==> config.mk <==
export PLATFORM = sky130hd
export DESIGN_NAME = am2909_stack
export DESIGN_NICKNAME = d
export VERILOG_FILES = /design/src/rtl/am2909_stack.sv
export SDC_FILE = /design/constraint.sdc
export NUM_CORES = 1
export LEC_CHECK = 0
export BUFFER_PORTS_ARGS = -buffer_cell sky130_fd_sc_hd__buf_2
export CORE_ASPECT_RATIO = 1.25
export CORE_MARGIN = 1.5
export CORE_UTILIZATION = 45
export DETAILED_ROUTE_END_ITERATION = 10
export GPL_TIMING_DRIVEN = 0
export PLACE_DENSITY = 0.66
export SYNTH_ARGS = -nofsm -noshare
export SYNTH_HDL_FRONTEND = slang
export SYNTH_SLANG_ARGS = --single-unit
==> constraint.sdc <==
create_clock -name CP -period 1.74 [get_ports CP]
set_clock_uncertainty 0.05 [all_clocks]
set_input_delay 0.087 -clock CP [delete_from_list [all_inputs] [get_ports CP]]
set_output_delay 0.087 -clock CP [all_outputs]
set_load 0.01 [all_outputs]
==> src/rtl/am2909_stack.sv <==
// Am2909 subroutine stack: LIFO of return addresses with a wrapping pointer,
// a saturating entry count and sticky overflow/underflow flags.
module am2909_stack #(
  parameter int unsigned WIDTH = 4,
  parameter int unsigned DEPTH = 4,
  parameter int unsigned PW    = $clog2(DEPTH)
) (
  input  logic             CP,
  input  logic             RST,
  input  logic             FE,
  input  logic             PUP,
  input  logic [WIDTH-1:0] D,
  output logic [WIDTH-1:0] F,
  output logic [PW-1:0]    SP,
  output logic             EMPTY,
  output logic             FULL,
  output logic             OVF,
  output logic             UNF
);

  localparam int unsigned CW = PW + 1;
  localparam logic [CW-1:0] CNT_MAX = CW'(DEPTH);

  logic [WIDTH-1:0] file_q [DEPTH];
  logic [PW-1:0]    sp_q, sp_d;
  logic [CW-1:0]    cnt_q, cnt_d;
  logic             ovf_q, ovf_d;
  logic             unf_q, unf_d;
  logic             wr_en;
  logic             push, pop;

  assign push = !FE && PUP;
  assign pop  = !FE && !PUP;

  // Next-state: pointer wraps by truncation, count saturates at both ends.
  always_comb begin
    sp_d  = sp_q;
    cnt_d = cnt_q;
    ovf_d = ovf_q;
    unf_d = unf_q;
    wr_en = 1'b0;
    if (push) begin
      sp_d  = sp_q + PW'(1);
      wr_en = 1'b1;
      if (cnt_q == CNT_MAX) ovf_d = 1'b1;
      else                  cnt_d = cnt_q + CW'(1);
    end else if (pop) begin
      sp_d = sp_q - PW'(1);
      if (cnt_q == '0) unf_d = 1'b1;
      else             cnt_d = cnt_q - CW'(1);
    end
  end

  always_ff @(posedge CP) begin
    if (RST) begin
      for (int i = 0; i < int'(DEPTH); i++) file_q[i] <= '0;
      sp_q  <= '1;
      cnt_q <= '0;
      ovf_q <= 1'b0;
      unf_q <= 1'b0;
    end else begin
      sp_q  <= sp_d;
      cnt_q <= cnt_d;
      ovf_q <= ovf_d;
      unf_q <= unf_d;
      if (wr_en) file_q[sp_d] <= D;
    end
  end

  // Top of stack is read straight from the file so a return address is usable
  // in the same cycle the pop is requested.
  assign F     = file_q[sp_q];
  assign SP    = sp_q;
  assign EMPTY = (cnt_q == '0);
  assign FULL  = (cnt_q == CNT_MAX);
  assign OVF   = ovf_q;
  assign UNF   = unf_q;

endmodule
==> summary.txt, run 1 <==
Setup path
  – Setup crit end: F[2]
  – Reg2Reg Launch Point: cnt_q[0]
  – FF-to-FF End: cnt_q[2]
  – Crit-path max FO: 9
  – Max incr delay on CP: 0.50 ns
  – FF-to-FF path depth: 6
  – Critical path capture point type: output port
  – Crit-path slowest cell: mux4_2
  – Setup CP Type: flip-flop to output port
  – CP Cell Sequence: buf_6, mux4_2, buf_2
  – Startpoint Class: flip-flop
  – Worst EP required: 1.60 ns
  – Critical path startpoint: SP[0]
  – R2R Setup Slk: 0.19 ns
  – Critical Path AT: 1.49 ns

Placed design
  – IO Port Bufs: 15
  – Detailed Place HPWL: 1.41 mm
  – Routability cong.: 0.746

Pwr
  – Power per cell area: 841 nW/µm²
  – Max IR drop VDD: 496 µV
  – Total leakage power: 0.534 nW
  – Total power: 1.10 mW

STA
  – Relative slew slack: 73.7%
  – Final Max Tran Viols: 0
  – Final Setup Violations: 0
  – TNS Setup: 0 ns
  – Hold violation count in the final report: 0
  – Actual slew at the worst max-slew pin: 0.394 ns
  – Tcrit/Tclk final: 93.8%
  – Post-route minimum period: 1.63 ns
  – Fmax: 0.613 GHz
  – RSZ-0062 raised after global routing: no

Detailed routing
  – Met3 WL: 52 µm
  – Final wirelength: 1.87 mm
  – DR WL/cell: 13.0 µm
  – Max layer used: met4
  – Vias: 726
  – DRT Pass-1 Iters: 6
  – Post-route ant nets: 0
  – # DRC: 0
  – M1 WL: 739 µm
  – Vias per cell: 5.04
  – DR iter-0 viols: 13
  – Metal2 WL: 1.03 mm

Clocking
  – Clock Tree Root: clkbuf_4
  – Post-CTS Resized: 0
  – Num CTS Buffers: 3
  – H-tree levels: 1
  – Later-pin clock latency in the skew report: 0.31 ns
  – Clk sinks: 23
  – Maximum clock path buffer count: 2
  – CTS tree: built
  – CTS clk-pin slew, worst paths: 0.12 ns

GRT
  – Initial antenna violation count: 0
  – Vias in the first global route: 709
  – Gr usage total: 15.4%
  – Remaining global-route overflow: 0
  – First-pass GRT wire length: 3.22 mm
  – Largest net degree at the start of global routing: 13

Run
  – Max-cap violation count: 0

Yosys
  – Synthesis Warnings: 0
  – Post-Synthesis Net Count: 100
  – Synth Instances: 91
  – Mapped cell area: 1160 µm²
  – Syn Area/Cell: 12.7 µm²
  – Cell taking the most area after synthesis: edfxtp_1
  – Register area share after synthesis: 53.6%
  – Synth Register Bits: 23
  – Yosys top cell area share: 41.5%
  – Post-synthesis cell type count: 28
  – Top cells by area, synth: edfxtp_1 (41%), dfxtp_1 (12%), mux4_2 (7.8%)

Layout
  – Share of layout cells above drive strength 1: 34.2%
  – Ant. Diodes: 0
  – Nets@finish: 121
  – Area grow syn2layout: 13.2%

Floorplanning
  – Rows: 20
  – Core Box Area: 2430 µm²
  – Initial Util: 47.7%
  – Die area: 2890 µm²
  – IO Count: 18
  – Die Height: 59.7 µm
  – Die Span X: 48.4 µm

Hold path
  – Hold depth: 3
  – Worst hold path class: input port to flip-flop

Outcome
  – Status: complete, no violations
metal layers:
metal | track usage [%] | up-vias
li1 | - | 358
met1 | 15.8 | 351
met2 | 29.8 | 13
met3 | 2.25 | 4
met4 | 9.80 | 0
met5 | 0 | -
registers in the layout (all words and copies together) (netlist names):
signal	cells
OVF	1
SP	2
UNF	1
cnt_q	3
file_q	16
through the flow:
stage / setup slack, ns / hold WS [ns] / instance area [µm²] / utilization (%) / instances
5_1_grt: 0.0261 / 0.0246 / 1310 / 54.0 / 144
2_1_floorplan: 0.328 / 0.141 / 1160 / - / 91
6_report: 0.108 / 0.0319 / 1310 / 54.0 / 144
4_1_cts: 0.0940 / 0.0361 / 1310 / 54.0 / 144
3_3_place_gp: 0.237 / 0.291 / 1270 / 52.5 / 139
3_5_place_dp: 0.227 / 0.303 / 1270 / 52.5 / 139
Yosys cell counts:
master / instances
edfxtp_1: 16
and2_1: 13
dfxtp_1: 7
nor2_1: 7
a21oi_1: 6
and2_2: 4
inv_1: 4
mux4_2: 4
buf_6: 3
o21ai_0: 3
nand2_1: 2
nor2b_4: 2
nor3_1: 2
nor3b_4: 2
or2_2: 2
xor2_1: 2
a211oi_1: 1
a311oi_1: 1
a31o_2: 1
and3_2: 1
buf_4: 1
clkbuf_1: 1
fa_1: 1
mux2i_1: 1
nand2b_1: 1
or2_1: 1
or3b_1: 1
xnor2_1: 1
cells in the final DEF, fill, tap and decap left out, drive strengths merged, types with 3 or more instances in the layout:
cell,n
clkbuf,5
and2,17
buf,19
dfxtp,7
a21oi,6
or2,3
mux4,4
o21ai,3
nor2,7
edfxtp,16
inv,4
what timing repair did:
action / CTS / global route
buffers inserted: 0 / 0
hold endpoints to repair: 1 / 0
hold buffers: 1 / 0
power breakdown:
group | total [mW] | switching [mW] | leakage (nW) | internal (mW)
Combinational | 0.222 | 0.115 | 0.296 | 0.106
Clock | 0.242 | 0.153 | 0.0150 | 0.0896
Sequential | 0.639 | 0.0188 | 0.223 | 0.620
Total | 1.10 | 0.287 | 0.534 | 0.816
final cells by class:
cell class,instances,area [µm²]
Inverter,4,15.0
Clock buffer,4,26.3
Sequential cell,23,621
Buffer,5,45.0
Fill cell,240,1120
Tap cell,33,41.3
Multi-Input combinational cell,59,478
Timing Repair Buffer,16,85.1
cells by family (layout without fill, tap and decap cells):
kind of cell	count (synthesis)	after routing	synth area share, %
buf+inv	9	29	5.18
mux	5	5	8.64
simple gates	38	38	22.6
flops	23	23	53.6
compound gates	12	12	6.05
fa+ha+maj	1	1	1.73
xor+xnor	3	3	2.27
worst max-delay path, delay by kind of cell, from the launching register on:
kind / cells / cell delay, ns
mux: 1 / 0.50
flops: 1 / 0.36
buf+inv: 2 / 0.32
worst min-delay path by stage:
stage,slack (ns),end,startpoint
3_3_place_gp,0.29,SP[1],RST
6_report,0.03,cnt_q[2],PUP
2_1_floorplan,0.14,SP[1],RST
4_1_cts,0.04,file_q[2][1],D[1]
5_1_grt,0.02,file_q[2][0],D[0]
3_5_place_dp,0.30,SP[1],RST
No activity file was read; power rests on OpenSTA's default activity.
==> run 2, diff against run 1 <==
Settings changed: GPL_TIMING_DRIVEN 0 to unset.
==> run 2 against run 1 <==
Effect of this change:
- routed wire length increased by 8.7%
- via count decreased by 1.7%
- total power increased by 0.47%
==> summary.txt, run 2 (synthesized netlist as in run 1, its figures left out) <==
Detailed routing
  – Post-route ant nets: 0
  – Vias: 714
  – DRT Pass-1 Iters: 5
  – # DRC: 0
  – Vias per cell: 4.92
  – DR iter-0 viols: 16
  – Final wirelength: 2.03 mm
  – DR WL/cell: 14.0 µm

Clocking
  – CTS Hold Bufs: 0
  – Later-pin clock latency in the skew report: 0.31 ns
  – CTS tree: built
  – Num CTS Buffers: 3
  – Clk sinks: 23
  – Maximum clock path buffer count: 2
  – CTS clk-pin slew, worst paths: 0.13 ns
  – H-tree levels: 1
  – Clock Tree Root: clkbuf_4

Layout
  – Most frequent cells in the layout: buf_2 (17), edfxtp_1 (16), and2_1 (13)
  – Utilization after layout: 54.0%
  – Share of layout cells above drive strength 1: 39.3%
  – Reg with most FFs: file_q
  – Commonest non-fill, non-tap cell in the layout: buf_2
  – Max reg flops: 16
  – Nets@finish: 122
  – Area grow syn2layout: 13.1%
  – Ant. Diodes: 0

STA
  – Relative slew slack: 83.8%
  – Actual slew at the worst max-slew pin: 0.241 ns
  – Tcrit/Tclk final: 93.9%
  – Fmax: 0.612 GHz
  – Final Setup Violations: 0
  – Hold violation count in the final report: 0
  – Post-route minimum period: 1.63 ns
  – RSZ-0062 raised after global routing: no
  – Final worst slack: 0.106 ns
  – Final Max Tran Viols: 0
  – TNS Setup: 0 ns

GRT
  – Gr usage total: 16.5%
  – Largest net degree at the start of global routing: 15
  – Initial antenna violation count: 0
  – First-pass GRT wire length: 3.48 mm
  – Vias in the first global route: 749
  – Remaining global-route overflow: 0

Placed design
  – Pre-CTS setup slack: 0.195 ns
  – Routability cong.: 0.728
  – Detailed Place HPWL: 1.62 mm
  – IO Port Bufs: 17

Setup path
  – Crit-path max FO: 5
  – Critical Path AT: 1.50 ns
  – Critical path capture point type: output port
  – Setup CP Type: flip-flop to output port
  – Startpoint Class: flip-flop
  – Worst EP required: 1.60 ns

Floorplanning
  – IO Count: 18
  – Die area: 2890 µm²
  – Initial Util: 47.7%
  – Rows: 20
  – Die Span X: 48.4 µm
  – Die Height: 59.7 µm
  – Core Box Area: 2430 µm²

Outcome
  – Status: complete, no violations

Pwr
  – Total leakage power: 0.536 nW
  – Power per cell area: 846 nW/µm²
  – Total power: 1.11 mW
  – Max IR drop VDD: 472 µV

Run
  – Max-cap violation count: 0

Hold path
  – Worst hold path class: input port to flip-flop
[run 2: cell types whose count changed in the layout (fill, tap and decap cells not counted), sizes merged]
cell / before / now
clkbuf: 5 / 3
dlygate4sd3: 1 / 0
buf: 19 / 22
clkinvlp: 0 / 1
[run 2: final timing paths]
kind	start	to	slack (ns)	depth (start not counted)
worst max-delay path	SP[0]	F[0]	0.11	3
worst min register to register	UNF	UNF	0.44	2
worst max register to register	cnt_q[1]	cnt_q[2]	0.19	5
worst min-delay path	RST	cnt_q[0]	0.04	2
[run 2: area by class of cell]
| cell class | instances | area [µm²] |
|---|---|---|
| clock buffers | 3 | 22.5 |
| clock inverters | 1 | 7.51 |
| fillers | 239 | 1120 |
| inverters | 4 | 15.0 |
| multi-input cells | 59 | 478 |
| flip-flops and latches | 23 | 623 |
| well taps | 33 | 41.3 |
| repair buffers | 22 | 123 |
[run 2: metrics by stage]
stage	area [µm²]	hold WS (ns)	instances
after floorplan	1160	0.141	91
after global placement	1280	0.370	141
after detailed placement	1280	0.369	141
after CTS	1310	0.0332	145
after global routing	1310	0.0405	145
final	1310	0.0427	145
[run 2: worst max-delay path, cell delays in order, from the launching register on]
cell and delay (ns):
dfxtp_2 0.39, buf_4 0.16, mux4_2 0.49, buf_2 0.15
[run 2: report_power, final]
group	total (mW)	switching, mW	internal [mW]
registers	0.646	0.0252	0.621
logic	0.217	0.112	0.105
clock network	0.245	0.157	0.0876
total	1.11	0.294	0.814
[run 2: repair_timing]
action                     CTS  global route
buffers inserted             0             0
resized for setup            0             2
setup endpoints to repair    0             5
[run 2: routing by layer]
layer  vias to the layer above  track usage (%)  routed length, µm
li1                        361                -                  -
met1                       340             16.7                745
met2                        11             33.1               1210
met3                         2             2.50                 57
met4                         0             8.57                 18
met5                         -                0                  0
==> run 3, diff against run 2 <==
Settings changed: CORE_MARGIN 1.5 to 3, REMOVE_ABC_BUFFERS set to 1.
==> run 3 against run 2 <==
Effect of this change:
- global-route usage decreased by 3.0 points
- non-clock buffer count unchanged
- sequential power about the same
- die area increased by 12%
- count of clock-buffer cells in the layout unchanged
- worst setup slack improved by 0.0059 ns
- cell area about the same
- register-to-register slack about the same
- sequential share of layout area increased by 0.14 points
- highest routed layer unchanged
==> summary.txt, run 3 (synthesized netlist as in run 1, its figures left out) <==
Setup path
  – Crit-path max FO: 5
  – CP Cell Sequence: buf_4, mux4_2, buf_2
  – Critical path capture point type: output port
  – Critical Path AT: 1.49 ns
  – Top delay family on crit path: multiplexers
  – Max incr delay on CP: 0.50 ns
  – Startpoint Class: flip-flop
  – WP buf/inv: 2
  – Crit-path slowest cell: mux4_2
  – Setup CP Type: flip-flop to output port
  – Worst EP required: 1.60 ns

Floorplanning
  – Die Height: 62.7 µm
  – Initial Util: 49.7%
  – Rows: 19
  – Core Box Area: 2330 µm²
  – Die Span X: 51.4 µm
  – Die area: 3220 µm²
  – IO Count: 18

Layout
  – Most frequent cells in the layout: buf_2 (17), edfxtp_1 (16), and2_1 (13)
  – Layout fillers: 223
  – Sequential standard cell area: 624 µm²
  – Max reg flops: 16
  – Nets@finish: 122
  – Ant. Diodes: 0
  – Multi-input logic area: 478 µm²
  – Area grow syn2layout: 13.0%
  – Commonest non-fill, non-tap cell in the layout: buf_2
  – Reg with most FFs: file_q
  – Fin cells: 143
  – Share of layout cells above drive strength 1: 38.4%

Clocking
  – Maximum clock path buffer count: 2
  – Num CTS Buffers: 3
  – H-tree levels: 1
  – Clk sinks: 23
  – Later-pin clock latency in the skew report: 0.31 ns
  – CTS Hold Bufs: 0
  – Clock Tree Root: clkbuf_4
  – CTS clk-pin slew, worst paths: 0.13 ns
  – CTS tree: built

Pwr
  – Total leakage power: 0.537 nW
  – Power per cell area: 842 nW/µm²
  – Max IR drop VDD: 624 µV

Run
  – Max-cap violation count: 0

Detailed routing
  – DRT Pass-1 Iters: 4
  – DR WL/cell: 13.3 µm
  – Vias: 727
  – Final wirelength: 1.91 mm
  – # DRC: 0
  – DR iter-0 viols: 11
  – Vias per cell: 5.08
  – Post-route ant nets: 0

GRT
  – Gr usage total: 13.5%
  – First-pass GRT wire length: 3.31 mm
  – Initial antenna violation count: 0
  – Vias in the first global route: 753
  – Largest net degree at the start of global routing: 15
  – Remaining global-route overflow: 0

Placed design
  – Routability cong.: 0.750
  – IO Port Bufs: 17
  – Dpl cells: 138
  – Detailed Place HPWL: 1.56 mm

STA
  – Fmax: 0.614 GHz
  – Final Setup Violations: 0
  – Post-route minimum period: 1.63 ns
  – Final Max Tran Viols: 0
  – Relative slew slack: 81.4%
  – Tcrit/Tclk final: 93.6%
  – Hold violation count in the final report: 0
  – Actual slew at the worst max-slew pin: 0.278 ns
  – RSZ-0062 raised after global routing: no
  – TNS Setup: 0 ns

Hold path
  – Worst hold path class: input port to flip-flop

Outcome
  – Status: complete, no violations
## run 3: changes by cell type in the layout (fill, tap and decap cells not counted)
cell,change
dfxtp_2,-2
dfxtp_1,+1
dfxtp_4,+1
## run 3: through the flow
step	setup WS [ns]	hold slack (ns)	cell area, µm²	util [%]	total power, mW
2_1_floorplan	0.195	0.106	1110	-	0.787
3_3_place_gp	0.214	0.364	1270	54.4	0.865
3_5_place_dp	0.197	0.368	1270	54.4	0.870
4_1_cts	0.0375	0.0347	1300	55.9	1.11
5_1_grt	0.0392	0.0394	1310	56.2	1.17
6_report	0.112	0.0410	1310	56.2	1.10
## run 3: area by class of cell
| class | instances | area share (%) |
|---|---|---|
| clock buffers | 3 | 1.72 |
| well taps | 31 | 2.96 |
| clock inverters | 1 | 0.574 |
| multi-input cells | 59 | 36.5 |
| inverters | 4 | 1.15 |
| repair buffers | 22 | 9.37 |
| flip-flops and latches | 23 | 47.7 |
## run 3: path summary, 6_finish.rpt
check,start,to,slack (ns),depth (start not counted)
worst max-delay path,SP[0],F[0],0.11,3
worst min-delay path,D[2],file_q[0][2],0.04,2
worst max register to register,cnt_q[0],cnt_q[2],0.20,5
worst min register to register,UNF,UNF,0.43,2
## run 3: power by group
part / internal, mW / total [mW] / switching [mW]
sequential: 0.620 / 0.646 / 0.0254
clock: 0.0876 / 0.245 / 0.157
combinational: 0.102 / 0.211 / 0.109
total: 0.810 / 1.10 / 0.292
## run 3: timing repair
item | 4_1_cts | 5_1_grt
pin swaps | 0 | 0
endpoints found under the setup margin | 4 | 2
setup buffers | 0 | 1
resized for setup | 2 | 0
## run 3: layer usage
metal | GRT usage, % | up-vias | part of all wire, %
met5 | 0 | - | 0
met4 | 6.89 | 0 | 1.6
met3 | 1.43 | 4 | 3.3
met2 | 24.8 | 14 | 56
met1 | 14.5 | 347 | 39
li1 | - | 362 | -
